**config.mk**
```make
export PLATFORM = sky130hd
export DESIGN_NAME = im_loader
export DESIGN_NICKNAME = d
export VERILOG_FILES = /design/src/rtl/im_loader.sv
export SDC_FILE = /design/constraint.sdc
export NUM_CORES = 1
export LEC_CHECK = 0
export ABC_AREA = 1
export BUFFER_PORTS_ARGS = -buffer_cell sky130_fd_sc_hd__buf_4
export CORE_ASPECT_RATIO = 2
export CORE_MARGIN = 2
export CORE_UTILIZATION = 48
export DETAILED_ROUTE_END_ITERATION = 10
export PLACE_DENSITY_LB_ADDON = 0.05
export SLEW_MARGIN = 10
export SYNTH_ARGS = -nofsm -noshare
export SYNTH_HDL_FRONTEND = slang
export SYNTH_SLANG_ARGS = --single-unit
export TNS_END_PERCENT = 5
```
**constraint.sdc**
```tcl
create_clock -name clk -period 1.4 [get_ports clk]
set_input_delay 0.21 -clock clk [delete_from_list [all_inputs] [get_ports clk]]
set_output_delay 0.21 -clock clk [all_outputs]
set_load 0.02 [all_outputs]
```
**src/rtl/im_loader.sv**
```systemverilog
// im_loader: streams 32-bit instruction words from a valid/ready host into a
// byte-wide, big-endian instruction memory. Each accepted word becomes four
// consecutive byte writes, MSB first, so a later fetch of IM[a..a+3] returns
// the original word.
module im_loader #(
    parameter int unsigned ADDR_W    = 8,
    parameter int unsigned DEPTH     = 256,  // must equal 2**ADDR_W
    parameter int unsigned BASE_ADDR = 0     // must be a multiple of 4
) (
    input  logic              clk,
    input  logic              reset,
    input  logic              start,
    input  logic              in_valid,
    output logic              in_ready,
    input  logic [31:0]       in_word,
    input  logic              in_last,
    output logic              mem_we,
    output logic [ADDR_W-1:0] mem_addr,
    output logic [7:0]        mem_wdata,
    output logic              busy,
    output logic              done,
    output logic              mem_full,
    output logic [ADDR_W-2:0] words_loaded
);

    localparam logic [ADDR_W-1:0] BaseAddr = ADDR_W'(BASE_ADDR);
    localparam logic [ADDR_W-1:0] LastAddr = ADDR_W'(DEPTH - 1);

    typedef enum logic [1:0] {
        StIdle,
        StAccept,
        StWrite,
        StDone
    } state_e;

    state_e              state_q, state_d;
    logic [ADDR_W-1:0]   ptr_q, ptr_d;
    logic [31:0]         shift_q, shift_d;
    logic                last_q, last_d;
    logic [1:0]          byte_idx_q, byte_idx_d;
    logic [ADDR_W-2:0]   words_q, words_d;
    logic                full_q, full_d;

    // State and datapath registers; async reset returns to idle at BASE_ADDR.
    always_ff @(posedge clk or posedge reset) begin
        if (reset) begin
            state_q    <= StIdle;
            ptr_q      <= BaseAddr;
            shift_q    <= '0;
            last_q     <= 1'b0;
            byte_idx_q <= 2'd0;
            words_q    <= '0;
            full_q     <= 1'b0;
        end else begin
            state_q    <= state_d;
            ptr_q      <= ptr_d;
            shift_q    <= shift_d;
            last_q     <= last_d;
            byte_idx_q <= byte_idx_d;
            words_q    <= words_d;
            full_q     <= full_d;
        end
    end

    // Next-state logic: accept a word, emit its four bytes, then decide whether
    // the session ends (last word or memory exhausted) or waits for another.
    always_comb begin
        state_d    = state_q;
        ptr_d      = ptr_q;
        shift_d    = shift_q;
        last_d     = last_q;
        byte_idx_d = byte_idx_q;
        words_d    = words_q;
        full_d     = full_q;

        case (state_q)
            StIdle, StDone: begin
                // in_ready is low here, so a coincident in_valid is not taken.
                if (start) begin
                    state_d = StAccept;
                    ptr_d   = BaseAddr;
                    words_d = '0;
                    full_d  = 1'b0;
                end
            end

            StAccept: begin
                if (in_valid) begin
                    shift_d    = in_word;
                    last_d     = in_last;
                    byte_idx_d = 2'd0;
                    state_d    = StWrite;
                end
            end

            StWrite: begin
                // Pointer wraps naturally at 2**ADDR_W.
                ptr_d      = ptr_q + 1'b1;
                shift_d    = {shift_q[23:0], 8'h00};
                byte_idx_d = byte_idx_q + 1'b1;
                if (byte_idx_q == 2'd3) begin
                    words_d = words_q + 1'b1;
                    if (last_q) begin
                        state_d = StDone;
                        full_d  = 1'b0;
                    end else if (ptr_q == LastAddr) begin
                        state_d = StDone;
                        full_d  = 1'b1;
                    end else begin
                        state_d = StAccept;
                    end
                end
            end

            default: begin
                state_d = StIdle;
            end
        endcase
    end

    // Outputs decoded only from registered state; no input reaches an output
    // combinationally.
    always_comb begin
        in_ready     = (state_q == StAccept);
        mem_we       = (state_q == StWrite);
        mem_addr     = mem_we ? ptr_q : '0;
        mem_wdata    = mem_we ? shift_q[31:24] : 8'h00;
        busy         = (state_q == StAccept) || (state_q == StWrite);
        done         = (state_q == StDone);
        mem_full     = full_q;
        words_loaded = words_q;
    end

endmodule

```
==> impl_results.md <==
* Max_cap viols at 0
* Count of cell types in the netlist at 23
* Dpl hpwl at 4170 um
* Worst Hold Depth at 3
* Buf+Inv Stages, Crit Path at 4
* CP startpoint: state_q[1]$_DFFE_PP0P_
* Synth top area cells: dfrtp_1 (49%), nand2_1 (14%), inv_1 (7.2%)
* Critical Path AT at 1.44 ns
* Final setup violation count at 66
* Final hold vios at 0
* Reg2reg setup slack at -0.20 ns
* Initial antenna violation count at 0
* Share of cells above drive strength 1 at 33.8%
* Critical Path Fanout Max at 6
* Relative slew slack at 80.7%
* Tmin final at ~1.6 ns
* Worst-Skew Late Latency at 0.32 ns
* Layout area overhead at 45.0%
* Worst-margin pin slew at 0.289 ns
* DR DRC count at 0
* CTS Root Cell: clkbuf_8
* FP Rows at 38
* WL final at approximately 6600 um
* Fin Setup TNS at -8.20 ns
* CP Depth at 6
* FF-to-FF Start: state_q[0]$_DFFE_PP0P_
* Worst Path Class, Setup: register to output port
* Syn Inst Count at 358
* First-pass GRT wire length at 10,300 um
* Die Width at 57.2 um
* Initial drt markers at 93
* Dominant cell type by area after synthesis: dfrtp_1
* Die height at 110 um
* Fin crit share at 118%
* Status: complete, but fails checks
* Placed Area at roughly 3400 um^2
* R2R depth at 9
* First-pass DRT Iterations at 4
* Post-DRT Antenna Nets at 0
* Slowest stage cell, crit path: dfrtp_1
* Num CTS Buffers at 5
* Seq cells post-synth at 53
* CTS tree: done
* Placer Congestion at 0.799
* # IOs at 65
* Pleak at between 2 and 2.5 nW
* Avg WL per Cell at 12.9 um
* Clk buf depth at 2
* Critical path launch point type: register
* H-tree depth at 2
* Syn Area/Cell at 7.58 um^2
* Skew final at 0.00621 ns
* Fmax at between 0.6 and 0.7 GHz
* Ys async rst share at between 90% and 100%
* Ant. Diodes at 0
* Total core area at 5420 um^2
* Synth Flop Type: dfrtp_1
* Hold slack final at around 0.13 ns
* EDFF count, synth at 0
* DIE AREA at 6300 um^2
* Seq/Total Area, Yosys at 48.9%
* Fin. max-slew vios at 0
* Worst hold path type: input pin to register
* Port buffer count at 64
* Syn Std Cell Area at approximately 2700 um^2
* Startpoint of the worst hold path: in_word[0]
* Vias at 2,661
* Clk sinks at 53
* Worst-path clk slew at 0.09 ns
* Most frequent cells in the layout: nand2_1 (91), buf_4 (70), dfrtp_1 (53), inv_1 (39), nor2_1 (37)
* Vias/cell at roughly 5.2
* Pwr/cell area at 1840 nW/um^2
* Overall Global Routing Usage at roughly a fifth
* Vias in the first global route at 2,420
* Worst Setup Slack, final at -0.247 ns
* Delay-heaviest family, CP: flip-flops
* Syn. warnings at 0
* Unrepaired setup endpoints after global routing: yes
* Total grt overflow at 0
* Nets@finish at ~500
* Worst Path Required at 1.19 ns
* Fin area at about 3900 um^2
* Fraction of post-synthesis cell area in the top cell type by area at 48.9%
* CP Capture Type: output port
* Commonest non-fill, non-tap cell in the layout: nand2_1
* Largest net degree at the start of global routing at 54
* CP Cell Sequence: ha_4, buf_12, buf_8, nand2_2, inv_2, buf_6
* Critical Path Max Stage Delay at roughly 0.44 ns
* Initial core utilization at between 50% and 60%
* Peak supply drop at 1.29 mV
* Failing checks: negative setup slack
* Syn Nets at 401
[logic make-up (layout without fill, tap and decap cells)]
family                   count (synthesis)  in the layout  share of synthesized area, %
AND/OR/NAND/NOR                        173            173                          25.8
buffers and inverters                   70            165                          10.4
AO/OA/AOI/OAI                           55             55                          11.7
flip-flops                              53             53                          48.9
adder cells (fa/ha/maj)                  6              6                          2.77
multiplexers                             1              1                         0.369
[power by group]
| part | internal [mW] | switching (mW) |
|---|---|---|
| registers | 2.07 | 0.338 |
| clock network | 0.348 | 0.520 |
| logic | 1.91 | 2.03 |
[metrics by stage]
step | worst slack, ns | instances | power (mW) | utilization, %
final | -0.247 | 513 | 7.22 | 72.6
after detailed placement | -0.0916 | 484 | 5.23 | 62.5
after global routing | -0.297 | 513 | 7.73 | 72.6
after CTS | -0.195 | 505 | 6.51 | 68.2
after global placement | -0.0605 | 484 | 5.17 | 62.5
after floorplan | -0.0560 | 358 | 4.25 | -
[what timing repair did]
action	in CTS	in global routing
setup buffers	10	3
gates cloned	2	5
pin swaps	1	3
hold buffers	1	0
gates resized for setup	32	45
setup endpoints to repair	67	69
hold endpoints to repair	53	0
[worst reg2reg max path, delay by kind of cell (launching register included)]
| family | cells | cell delay (ns) |
|---|---|---|
| adder cells (fa/ha/maj) | 1 | 0.21 |
| flip-flops | 1 | 0.40 |
| AO/OA/AOI/OAI | 2 | 0.23 |
| buffers and inverters | 6 | 0.65 |
[layer usage]
metal	part of all wire (%)	routed length, um	vias to the layer above	global-route usage [%]
li1	-	-	1330	-
met1	38	2530	1262	23.4
met2	56	3720	60	37.9
met3	3.6	241	9	4.08
met4	2.0	131	0	9.63
met5	0	0	-	0
[final cells by class]
| type | instances | area [um^2] |
|---|---|---|
| Multi-Input combinational cell | 235 | 1230 |
| Sequential cell | 53 | 1330 |
| Fill cell | 436 | 1490 |
| Clock buffer | 6 | 72.6 |
| Clock inverter | 2 | 10.0 |
| Inverter | 54 | 214 |
| Tap cell | 60 | 75.1 |
| Timing Repair Buffer | 103 | 1000 |
[flip-flops by register name, indices dropped and copies added (netlist names)]
signal	cells
shift_q	32
ptr_q	8
words_loaded	7
byte_idx_q	2
state_q	2
last_q	1
mem_full	1
[final timing paths]
kind / endpoint
setup / recovery: mem_wdata[7]
hold / removal: shift_q[0]$_DFFE_PP0P_
setup reg to reg: shift_q[12]$_DFFE_PP0P_
hold reg to reg: byte_idx_q[0]$_DFFE_PP0P_
max in group asynchronous: words_loaded[6]$_DFFE_PP0P_
min in group asynchronous: shift_q[7]$_DFFE_PP0P_
[Yosys cell counts, types with 2 or more instances]
cell type  number
nand2_1       103
nor3_1          2
ha_1            6
clkbuf_1        3
nand3_1        20
a31oi_1        24
o21ai_2         2
dfrtp_1        53
inv_1          52
buf_4           2
nand4_1         6
buf_2          10
a21oi_1         8
nor2_1         40
inv_2           2
o21ai_0        18
Note: power is estimated with default switching activity, not from simulation.
